[config.mk]
export PLATFORM = sky130hd
export DESIGN_NAME = pipe_stage_elastic
export DESIGN_NICKNAME = d
export VERILOG_FILES = /design/src/rtl/pipe_stage_elastic.sv
export SDC_FILE = /design/constraint.sdc
export NUM_CORES = 1
export LEC_CHECK = 0
export CORE_MARGIN = 5
export CORE_UTILIZATION = 52
export DETAILED_ROUTE_END_ITERATION = 16
export GPL_TIMING_DRIVEN = 0
export PLACE_DENSITY_LB_ADDON = 0.12
export SETUP_SLACK_MARGIN = 0.05
export SYNTH_ARGS = -nofsm -noshare
export SYNTH_HDL_FRONTEND = slang
export SYNTH_SLANG_ARGS = --single-unit
[constraint.sdc]
create_clock -name clk_in -period 5.55 [get_ports clk_in]
set_input_delay 1.11 -clock clk_in [delete_from_list [all_inputs] [get_ports clk_in]]
set_output_delay 1.11 -clock clk_in [all_outputs]
set_load 0.05 [all_outputs]
[src/rtl/pipe_stage_elastic.sv]
// Elastic pipeline stage register: valid/ready handshake, optional 2-entry skid
// buffer, flush, global stall/enable gating and a stall-cycle counter.
module pipe_stage_elastic #(
  parameter int                DATA_W   = 32,
  parameter int                STALL_W  = 6,
  parameter int                STAGE    = 3,
  parameter logic [DATA_W-1:0] NOP_DATA = '0,
  parameter bit                SKID_EN  = 1'b1
) (
  input  logic               clk_in,
  input  logic               rst_in,
  input  logic               rdy_in,
  input  logic [STALL_W-1:0] stall_in,
  input  logic               flush_in,
  input  logic               in_valid,
  input  logic [DATA_W-1:0]  in_data,
  output logic               in_ready,
  output logic               out_valid,
  output logic [DATA_W-1:0]  out_data,
  input  logic               out_ready,
  output logic [1:0]         occupancy,
  output logic [31:0]        stall_cycles
);

  typedef enum logic [1:0] {
    EMPTY = 2'd0,
    FULL  = 2'd1,
    SKID  = 2'd2
  } state_t;

  state_t              state_p0, state_d;
  logic [DATA_W-1:0]   main_p0, main_d;
  logic [DATA_W-1:0]   skid_p0, skid_d;
  logic [31:0]         cnt_p0;
  logic                vld_p0;
  logic                stall_up, stall_dn;
  logic                in_fire, out_fire;
  logic                stall_unused;

  // Only our own and the downstream stall bit matter; the rest are folded away.
  assign stall_unused = ^stall_in;
  assign stall_up     = stall_in[STAGE];
  assign stall_dn     = stall_in[STAGE+1];

  assign vld_p0   = (state_p0 != EMPTY);
  assign in_fire  = in_valid & in_ready & ~stall_up;
  assign out_fire = vld_p0 & out_ready & ~stall_dn;

  generate
    if (SKID_EN) begin : g_skid
      assign in_ready = (state_p0 != SKID);
    end else begin : g_pass
      // Pass-through ready: a full stage accepts only while it drains.
      assign in_ready = (state_p0 == EMPTY) | out_fire;
    end
  endgenerate

  always_comb begin
    state_d = state_p0;
    main_d  = main_p0;
    skid_d  = skid_p0;
    if (rdy_in) begin
      if (flush_in) begin
        state_d = EMPTY;
        main_d  = NOP_DATA;
        skid_d  = NOP_DATA;
      end else begin
        case (state_p0)
          EMPTY: begin
            if (in_fire) begin
              state_d = FULL;
              main_d  = in_data;
            end
          end
          FULL: begin
            if (in_fire && out_fire) begin
              main_d = in_data;
            end else if (in_fire) begin
              state_d = SKID;
              skid_d  = in_data;
            end else if (out_fire) begin
              state_d = EMPTY;
              main_d  = NOP_DATA;
            end
          end
          SKID: begin
            if (out_fire) begin
              state_d = FULL;
              main_d  = skid_p0;
              skid_d  = NOP_DATA;
            end
          end
          default: begin
            state_d = EMPTY;
            main_d  = NOP_DATA;
          end
        endcase
      end
    end
  end

  // Stage p0: control state and the visible main payload reset asynchronously.
  always_ff @(posedge clk_in or posedge rst_in) begin
    if (rst_in) begin
      state_p0 <= EMPTY;
      main_p0  <= NOP_DATA;
      cnt_p0   <= 32'd0;
    end else begin
      state_p0 <= state_d;
      main_p0  <= main_d;
      if (rdy_in && vld_p0 && !out_fire)
        cnt_p0 <= cnt_p0 + 32'd1;
    end
  end

  // Skid payload is only read after it has been written, so it needs no reset.
  always_ff @(posedge clk_in) begin
    skid_p0 <= skid_d;
  end

  always_comb begin
    occupancy = 2'd0;
    case (state_p0)
      FULL:    occupancy = 2'd1;
      SKID:    occupancy = 2'd2;
      default: occupancy = 2'd0;
    endcase
  end

  assign out_valid    = vld_p0;
  assign out_data     = main_p0;
  assign stall_cycles = cnt_p0;

endmodule

==> out/metrics.cfg <==
[sta]
maxSlewViolCount=0
maxSlewHeadroom_pct=46.0
fin_ws_ns=2.30
period_share_pct=58.6
rsz0062_at_grt=no
hold_viol_final=0
final.min_clock_period_ns=3.25
tightest_slew_ns=0.810
fin_setup_tns_ns=0
fin_worst_skew_ns=0.0116
fmax_mhz=307
setup_viol=0

[clocking]
cts_buffers=9
clk_latency_ns=0.37
cts_buffer_depth=2
cts_root_buf=clkbuf_8
cts.sinks=98
cts-hold-fix-buffers=0
cts_resized=0
path_clk_slew_ns=0.10
htree_num_levels=3
cts_tree=yes
post_cts_buffers=0

[setup_path]
r2r_start=stall_cycles[0]
critPathMaxFanout=10
worstPathArrival_ns=2.14
crit_required_ns=4.44
worstSetupPathType=flip-flop to output pin
reg2reg_depth=7
start_kind=flip-flop
end_kind=output pin
rr_endpoint=stall_cycles[30]
rrSetupSlack_ns=3.34

[logic_synthesis]
synthCells=400
synth-seq-area-share_pct=56.8
synth_nets=445
yosysWarnings=0
ys_top_cells_by_count=dfrtp_1 (66), nor2_1 (36), a21oi_1 (33)
yosys.area.top_type=dfrtp_1
avgSynthCellArea_um2=11.5
ys_types=40
synth_edf_count=32
ys_ff_latch=98
synth.most_common_cell=dfrtp_1
synth_area_um2=4600
ys.flop_type=dfrtp_1
async_reset_ff_share_pct=67.3
yosys-top-cells-area=dfrtp_1 (36%), edfxtp_1 (21%), mux2i_1 (7.0%)
synth_top_area_share_pct=35.9

[cells_and_area]
drive_gt1_share_pct=5.35
regArea_um2=2610
area_delta_synth_final_pct=30.4
fill_cells=688
final_cell_area_um2=5990
final_core_util_pct=69.1
multi_input_area_um2=1870
fin_cells=631
antenna_cells=0
num-nets-final=563

[global_routing]
grt_pass1_wl_um=18600
grt_overflow=0
antenna_found_initial=0
grt_pass1_vias=3654
grt_max_degree=38
gr-usage-all-layers_pct=20.9

[worst_hold_path]
whs_endpoint=out_data[14]
hold_class=flip-flop to flip-flop
min-delay-start=out_data[14]
min_path_cells=1

[flow_run]
drv_cap=0

[power_and_ir_drop]
p_int_uw=1130
switching_share_pct=33.1
seqPwrFrac_pct=49.1
powerDensity_nw_per_um2=283
leakagePower_uw=0.00235
pwr-share-comb_pct=25.3
switchingPower_uw=562
ir_worst_vdd_mv=0.257
clock_power_share_pct=25.6

[die]
die_area_um2=10800
fp.dieW_um=104
pin_count=112
num_rows=34
core_um2=8680
initial_core_util_pct=53.0
die_y_um=104

[detailed_routing]
num_vias=3479
routedWlPerCell_um=17.3
drc_errors=0
via_per_inst=5.51
final_antenna_net_count=0
wl_um=10900
drtIter0Drc=156
first_pass_iters=4

[placement]
dp_hpwl_um=7740
port_buffers=106
pre_cts_ws_ns=2.17
dpl.cell_count=615
placed_area_um2=5810
finalWeightedCongestion=0.809

[run_status]
status=finished, final reports clean

==> critical path: stages (launching register included) <==
cell             delay [ns]
dfrtp_1                0.33
buf_4                  0.18
nor2b_1                0.38
clkdlybuf4s50_1        0.89
==> cell families (layout without fill, tap and decap cells) <==
group / after synthesis / count (layout) / synth area share (%)
adders and majority gates: 1 / 1 / 0.272
AOI/OAI and AO/OA: 73 / 73 / 10.9
xor gates and xnor gates: 32 / 32 / 6.10
buffers and inverters: 28 / 151 / 2.48
DFF: 98 / 98 / 56.8
muxes: 33 / 33 / 7.21
and+or+nand+nor: 135 / 135 / 16.2
==> final cells by class <==
| class | count | share of cell area, % |
|---|---|---|
| Sequential cell | 98 | 43.6 |
| Multi-Input combinational cell | 274 | 31.2 |
| Timing Repair Buffer | 107 | 18.0 |
| Clock buffer | 11 | 2.36 |
| Tap cell | 108 | 2.25 |
| Buffer | 22 | 1.52 |
| Clock inverter | 5 | 0.647 |
| Inverter | 6 | 0.376 |
==> placed cells by master, fill, tap and decap left out, types with 2 or more instances in the layout <==
cell	Yosys	final
and4_1	5	5
inv_1	6	5
xor2_1	9	9
nand2_1	18	18
mux2i_1	32	32
nand3_1	11	11
xnor2_1	23	23
nor2_1	36	36
edfxtp_1	32	32
and3_1	3	3
buf_1	6	6
or4_1	2	2
nor3_2	2	2
a21oi_1	33	33
nor3_1	4	4
nand4_1	8	8
buf_4	2	2
o2bb2ai_1	32	32
nand2b_1	2	2
clkbuf_1	13	14
clkinv_4	0	2
clkbuf_8	0	10
nor2b_1	5	5
nor4_4	2	2
and2_1	32	32
dfrtp_1	66	66
clkdlybuf4s50_1	0	106
==> metal layers <==
layer / GRT usage [%] / routed length (um) / vias up
li1: - / - / 1664
met1: 29.3 / 5140 / 1682
met2: 31.4 / 4950 / 110
met3: 4.84 / 564 / 23
met4: 8.33 / 286 / 0
met5: 0 / 0 / -
==> power by group through the flow <==
stage | registers [uW] | clock network [uW] | logic (uW)
2_1_floorplan | 964 | 0 | 152
3_3_place_gp | 846 | 0 | 420
3_5_place_dp | 846 | 0 | 431
4_1_cts | 832 | 440 | 433
5_1_grt | 839 | 468 | 462
6_report | 833 | 434 | 430
==> sequential cells by signal, indices dropped and copies added, names as in the netlist <==
name / count
out_data: 32
skid_p0: 32
stall_cycles: 32
state_p0: 2
==> metrics by stage <==
step | power, uW | hold WS [ns]
finish | 1700 | 0.493
global route | 1770 | 0.513
CTS | 1710 | 0.498
detailed placement | 1280 | 0.473
global placement | 1270 | 0.462
floorplan | 1120 | 0.610
==> how the worst max path moves through the flow <==
| stage | start | end | cells past startpoint |
|---|---|---|---|
| floorplan | state_p0[0] | in_ready | 3 |
| global placement | rst_in | out_data[19] | 2 |
| detailed placement | out_ready | stall_cycles[30] | 7 |
| CTS | state_p0[1] | occupancy[1] | 3 |
| global route | state_p0[0] | occupancy[1] | 3 |
| finish | state_p0[1] | occupancy[1] | 3 |
(Power assumes the default switching activity.)
